File: src/rtl/spi_rx_fifo.sv
// spi_rx_fifo: receive buffer behind the SPI slave.
// Captures a byte on each rising edge of the slave's done indication into a
// first-word-fall-through FIFO. The FIFO drains through a valid/ready port,
// and a sticky overflow flag records any byte dropped while the FIFO was full.
module spi_rx_fifo #(
    parameter int DATA_W = 8,
    parameter int DEPTH  = 8,
    localparam int AW    = $clog2(DEPTH)
) (
    input  logic              clk,
    input  logic              rst,       // asynchronous, active low
    input  logic [DATA_W-1:0] din,
    input  logic              done_in,
    input  logic              rd_ready,
    input  logic              clr_ovf,
    output logic              rd_valid,
    output logic [DATA_W-1:0] rd_data,
    output logic [AW:0]       count,
    output logic              full,
    output logic              empty,
    output logic              overflow
);

    localparam logic [AW:0] DEPTH_C = (AW+1)'(DEPTH);

    // Registered state and next-state values
    logic              done_q;
    logic [AW-1:0]     wr_ptr_q, wr_ptr_d;
    logic [AW-1:0]     rd_ptr_q, rd_ptr_d;
    logic [AW:0]       count_q, count_d;
    logic              overflow_q, overflow_d;
    logic [DATA_W-1:0] mem_q [DEPTH];

    // Control strobes
    logic push_req;
    logic push;
    logic pop;

    // Status comes purely from the registered count, never from pointer compare
    assign empty    = (count_q == '0);
    assign full     = (count_q == DEPTH_C);
    assign rd_valid = ~empty;
    assign count    = count_q;
    assign overflow = overflow_q;
    // Fall-through read: the oldest entry is presented straight from storage
    assign rd_data  = mem_q[rd_ptr_q];

    // A done level held for many cycles produces a single capture request
    assign push_req = done_in & ~done_q;
    assign pop      = rd_valid & rd_ready;
    // When full, a push is only possible if a pop frees a slot in the same cycle
    assign push     = push_req & (~full | pop);

    // Next-state computation for pointers, occupancy and the overflow flag
    always_comb begin
        wr_ptr_d   = wr_ptr_q;
        rd_ptr_d   = rd_ptr_q;
        count_d    = count_q;
        overflow_d = overflow_q;

        if (push) begin
            wr_ptr_d = wr_ptr_q + 1'b1;
        end
        if (pop) begin
            rd_ptr_d = rd_ptr_q + 1'b1;
        end

        case ({push, pop})
            2'b10:   count_d = count_q + 1'b1;
            2'b01:   count_d = count_q - 1'b1;
            default: count_d = count_q;
        endcase

        // Clear first so that a coinciding drop event takes priority
        if (clr_ovf) begin
            overflow_d = 1'b0;
        end
        if (push_req & full & ~pop) begin
            overflow_d = 1'b1;
        end
    end

    // Control state register; done_q resets high so a done level present at
    // reset release is not mistaken for a new byte
    always_ff @(posedge clk or negedge rst) begin
        if (!rst) begin
            done_q     <= 1'b1;
            wr_ptr_q   <= '0;
            rd_ptr_q   <= '0;
            count_q    <= '0;
            overflow_q <= 1'b0;
        end else begin
            done_q     <= done_in;
            wr_ptr_q   <= wr_ptr_d;
            rd_ptr_q   <= rd_ptr_d;
            count_q    <= count_d;
            overflow_q <= overflow_d;
        end
    end

    // Storage write; contents need no reset because occupancy guards reads
    always_ff @(posedge clk) begin
        if (push) begin
            mem_q[wr_ptr_q] <= din;
        end
    end

endmodule

File: config.mk
export PLATFORM = sky130hd
export DESIGN_NAME = spi_rx_fifo
export DESIGN_NICKNAME = d
export VERILOG_FILES = /design/src/rtl/spi_rx_fifo.sv
export SDC_FILE = /design/constraint.sdc
export NUM_CORES = 1
export LEC_CHECK = 0
export CELL_PAD_IN_SITES_DETAIL_PLACEMENT = 0
export CELL_PAD_IN_SITES_GLOBAL_PLACEMENT = 2
export CORE_AREA = 2 2 85 87
export CTS_BUF_LIST = sky130_fd_sc_hd__clkbuf_4 sky130_fd_sc_hd__clkbuf_8
export CTS_CLUSTER_SIZE = 40
export DETAILED_ROUTE_END_ITERATION = 16
export DIE_AREA = 0 0 87 89
export GPL_TIMING_DRIVEN = 0
export PLACE_DENSITY_LB_ADDON = 0.1
export SLEW_MARGIN = 20
export SYNTH_ARGS = -nofsm -noshare
export SYNTH_HDL_FRONTEND = slang
export SYNTH_SLANG_ARGS = --single-unit
export TNS_END_PERCENT = 5
File: constraint.sdc
create_clock -name clk -period 6.31 [get_ports clk]
set_input_delay 1.893 -clock clk [delete_from_list [all_inputs] [get_ports clk]]
set_output_delay 1.893 -clock clk [all_outputs]
set_load 0.03 [all_outputs]
* After elaboration in Yosys (flattened, before gate mapping)
Memory sizes are Yosys's and may differ from the RTL's. Cells that the tools add are included.
Storage, ports and cells: register bits after elaboration 12, memory bits (writable) 64, input bits 13, output and inout port bits 16, logic and storage cells 31, memories kept 1
Operators by class: add/subtract/negate cells 4, equal/unequal tests 3, mux-type cells 5, bitwise operators 10, reductions and logical operators 3
Memories:
- mem_q | depth 8, width 8, rd ports 1, clocked after memory_dff 0, wr ports 1, RTL line 32 | logic [DATA_W-1:0] mem_q [DEPTH];
Operators by type and width (number):
- $pmux W4 S2 | 1
- $add A3 B1 Y3 const B | 2
- $and A1 B1 Y1 | 5
- $add A4 B1 Y4 const B | 1
- $eq A4 B4 Y1 const B | 1
- $logic_not A4 Y1 | 1
- $mux W1 | 4
- $not A1 Y1 | 4
- $reduce_bool A2 Y1 | 2
- $sub A4 B1 Y4 const B | 1
- $eq A2 B1 Y1 const B | 1
- $eq A2 B2 Y1 const B | 1
- $or A1 B1 Y1 | 1

* Logic depth before layout (Yosys ltp)
depth in word-level cells 7, depth in mapped cells 8, gate-level depth less buffers 8

* Worst setup path after synthesis
OpenSTA, ideal clock, no wires.
kind input to register, start in done_in, end mem mem_q[0][0], enable pin, library setup time 0.383 ns, arrival 3.310 ns, data required time 5.927 ns, slack 2.617 ns, stages on the path 4, buffers on the path 0, cell sequence nor2b_1 > o21a_4 > or2b_1 > nor3_1
Between the ends: longest elaborated chain between the ends 4
RTL lines:
- from (decl) | RTL line 13 | input logic done_in,
- $and A1 B1 Y1 | RTL line 49 | assign push_req = done_in & ~done_q;
- $and A1 B1 Y1 | RTL line 52 | assign push = push_req & (~full | pop);
- $mux W1 | RTL line 103 | if (push) begin
- $mux W1 (not written as such) | RTL line 104 | mem_q[wr_ptr_q] <= din;
- to (decl) | RTL line 32
Every way passes these cells.

* Worst setup path after layout
start reg rd_ptr_q[1], end out rd_data[6]
Between the ends: longest elaborated chain between the ends 1
RTL lines:
- from (decl) | RTL line 29 | logic [AW-1:0] rd_ptr_q, rd_ptr_d;
- from (signal assigned) | RTL line 95 | rd_ptr_q <= rd_ptr_d;
- $mem_v2 Z8 W8
- to (decl) | RTL line 17 | output logic [DATA_W-1:0] rd_data,
Every way passes these cells.

==> out/qor_table.md <==
| Metric | Reported |
|:---|:---|
| Initial antenna violation count | 0 |
| Routability congestion estimate | 0.876 |
| Data arrival time at the worst-slack endpoint | 2960 ps |
| Iteration count of the initial detailed-routing pass | 4 |
| Total negative slack for setup checks | 0 ps |
| Critical Path Start | rd_ptr_q[1] |
| Area overhead of the layout relative to synthesis | 19.7% |
| Actual slew at the worst max-slew pin | 997 ps |
| Global routing usage summed across all routing layers | 0.169 |
| Path depth of the worst reg2reg path | 4 |
| Count of nets after finishing | 233 |
| Aggregate global routing overflow | 0 |
| Kind of end point of the critical path | primary output |
| Clock tree from TritonCTS | yes |
| Power density cells | 455 nW/um^2 |
| Wire length of the first global-routing pass | 9.16 mm |
| Die footprint | 7740 sq um |
| Syn Nets | 192 |
| Worst Skew | 6.45 ps |
| Worst min-delay path class | flop to flop |
| Vias post-DR | 1664 |
| CTS Sinks | 76 |
| CTS resizes | 0 |
| Setup repair after global routing missed its margin | false |
| Filler cell count in the final layout | 529 |
| Max Freq | 206 MHz |
| CP Buf/Inv Count | 3 |
| Final wirelength | 5.96 mm |
| Cell Rows | 30 |
| Largest driver fanout on the critical path | 10 |
| Number of I/O port buffers | 28 |
| Worst path cell trace | clkbuf_1, clkbuf_1, mux4_2, mux2_2, clkdlybuf4s50_1 |
| Area of the mapped netlist | 3150 sq um |
| Required time of the critical path | 4420 ps |
| Reg clk slew, reported paths | 80 ps |
| Number of global-route vias before repair | 1733 |
| Min Clock Period, post-route | 4860 ps |
| Sequential cell area | 2220 sq um |
| Final core area utilization | 0.561 |
| Antenna diode count | 0 |
| Post-cts hold buffer count | 0 |
| Yosys synthesis warning count | 0 |
| Clock buffer count from CTS | 9 |
| Sequential area share after synthesis | 0.706 |
| I/O Pins | 29 |
| Cell type with the highest occurrence count on the critical path | clkbuf_1 |
| Setup Buffers After CTS | 0 |
| Final Hold Fails | 0 |
| Leakage power figure | 1.29 nW |
| Average wire length per cell after detail routing | 19.7 microns |
| Number of buffers on the longest clock path | 2 |
| Starting utilization of the core area | 0.469 |
| Die width | 87 microns |
| Number of distinct library cells after synthesis | 34 |
| Level count of the clock H-tree | 3 |
| Synthesis-stage register bit count | 76 |
| Max-slew violation count | 0 |
| CORE AREA | 6720 sq um |
| Die boundary height | 89 microns |
| Multi-input gate area | 873 sq um |
| Worst stage delay on the critical path | 600 ps |
| Period Utilization, post-route | 0.770 |
| Status | completed |
| Critical R2R Capture | mem_q[4][2] |
| Top cell family by delay on the critical path | buffers and inverters |
| Kind of critical path | flop to primary output |
| Worst VDD drop | 0.308 mV |
| Number of failing setup endpoints in the final timing report | 0 |
| Launch instance of the worst min-delay path | wr_ptr_q[0] |
| Ratio of routed vias to standard cells | 5.51 |
| FF-to-FF setup slack | 3860 ps |
| Count of max-cap constraint violations | 0 |
| Fraction of layout instances using a drive strength above 1 | 0.243 |
| Worst R2R Start | done_q |
| Worst hold endpoint | wr_ptr_q[0] |
| Post-route antenna net violation count | 0 |
| Final HPWL from detailed placement | 3.90 mm |
| Type of element launching the critical path | flop |
| Worst slew margin relative to its limit | 0.333 |
| Clock insertion delay at the later pin of the skew report | 340 ps |
| Cell type of the slowest stage on the worst timing path | clkdlybuf4s50_1 |
| Synthesized netlist cell count | 176 |
| DRC marker count from the first detailed-route iteration | 79 |
| Cell count of the worst hold path | 1 |
| Synth Area per Inst | 17.9 sq um |
| Number of design rule violations left after detail routing | 0 |
| CTS root buffer | clkbuf_8 |
| Maximum number of pins on one net before global-route repair | 14 |
==> cells in the final DEF (no fill, tap or decap), types with 2 or more instances in the layout <==
cell / n
nand2b_1: 4
o311ai_0: 3
mux2_2: 9
dfrtp_1: 11
edfxtp_1: 64
inv_1: 3
nor2b_1: 2
nor2_1: 11
nand3_1: 5
clkbuf_8: 9
nor3_2: 2
buf_4: 3
xor2_1: 2
buf_2: 3
clkbuf_1: 4
ha_1: 3
bufinv_16: 2
a21oi_1: 5
xnor2_1: 4
clkdlybuf4s50_1: 28
clkinv_2: 3
nand2_1: 9
mux4_2: 16
==> synthesized netlist by cell type <==
| cell | instances | area (sq um) |
|---|---|---|
| o41ai_1 | 1 | 8.76 |
| nand3b_1 | 1 | 7.51 |
| inv_1 | 3 | 11.3 |
| mux4_2 | 16 | 360 |
| buf_2 | 3 | 15.0 |
| or4b_4 | 1 | 13.8 |
| mux2i_1 | 1 | 10.0 |
| edfxtp_1 | 64 | 1920 |
| a211o_1 | 1 | 8.76 |
| or2b_1 | 1 | 7.51 |
| buf_6 | 1 | 11.3 |
| o31ai_1 | 1 | 7.51 |
| dfstp_2 | 1 | 26.3 |
| o21ai_0 | 1 | 5.00 |
| o22ai_1 | 1 | 6.26 |
| nor2b_1 | 2 | 12.5 |
| nor2_1 | 11 | 41.3 |
| o311ai_0 | 3 | 26.3 |
| nand3_1 | 5 | 25.0 |
| o21a_4 | 1 | 15.0 |
| mux2_4 | 1 | 15.0 |
| nand2b_1 | 4 | 25.0 |
| buf_1 | 1 | 3.75 |
| dfrtp_1 | 11 | 275 |
| ha_1 | 3 | 37.5 |
| clkbuf_1 | 4 | 15.0 |
| buf_4 | 1 | 7.51 |
| nor3b_1 | 1 | 7.51 |
| xnor2_1 | 4 | 35.0 |
| xor2_1 | 2 | 17.5 |
| mux2_2 | 9 | 101 |
| nand2_1 | 9 | 33.8 |
| nor3_1 | 2 | 10.0 |
| a21oi_1 | 5 | 25.0 |
==> how the worst max path moves through the flow <==
stage,slack (ps),cells after the start,end
floorplan,2620,4,mem_q[0][0]
global placement,1340,5,mem_q[0][7]
detailed placement,1720,5,mem_q[6][7]
CTS,1370,5,rd_data[6]
global route,1330,5,rd_data[6]
finish,1450,5,rd_data[6]
==> per-layer routing <==
metal / part of all wire / vias up / track usage
met3: 0.039 / 7 / 0.0332
li1: - / 768 / -
met1: 0.40 / 850 / 0.193
met5: 0 / - / 0
met4: 0.015 / 0 / 0.0767
met2: 0.54 / 39 / 0.307
==> cells by family after synthesis <==
| family | count (synthesis) | synth area share |
|---|---|---|
| multiplexers | 27 | 0.154 |
| AND/OR/NAND/NOR | 37 | 0.0584 |
| adder cells (fa/ha/maj) | 3 | 0.0119 |
| buffers and inverters | 13 | 0.0203 |
| XOR/XNOR | 6 | 0.0167 |
| AO/OA/AOI/OAI | 14 | 0.0326 |
| flip-flops | 76 | 0.706 |
==> where the power goes <==
group	total, W	switching (W)	internal [W]
clock	0.000394	0.000173	0.000221
sequential	0.000643	0.0000335	0.000610
combinational	0.000679	0.000360	0.000319
total	0.00172	0.000566	0.00115
==> layout make-up <==
class | instances | area share
Buffer | 10 | 0.0139
Clock buffer | 9 | 0.0328
Clock inverter | 7 | 0.0242
Inverter | 3 | 0.00299
Multi-Input combinational cell | 87 | 0.232
Sequential cell | 76 | 0.590
Tap cell | 80 | 0.0265
Timing Repair Buffer | 30 | 0.0783
==> registers in the layout, summed over array words and instances, names as in the netlist <==
register / flops
wr_ptr_q: 3
rd_ptr_q: 3
mem_q: 64
done_q: 1
count: 4
overflow: 1
==> per-stage QoR <==
stage	hold WS [ps]	std cells	worst slack, ps	power [W]	area [sq um]
after floorplan	483	176	2620	0.00112	3150
after global placement	500	284	1340	0.00132	3530
after detailed placement	509	286	1720	0.00134	3560
after CTS	524	302	1370	0.00174	3770
after global routing	547	302	1330	0.00180	3770
final	520	302	1450	0.00172	3770
==> worst reg2reg max path, cell delays in order, from the launching register on <==
cell,delay [ps]
dfstp_2,380
nor2b_1,440
o21a_4,250
or2b_1,280
nor2_1,730
No activity file was read; power rests on OpenSTA's default activity.
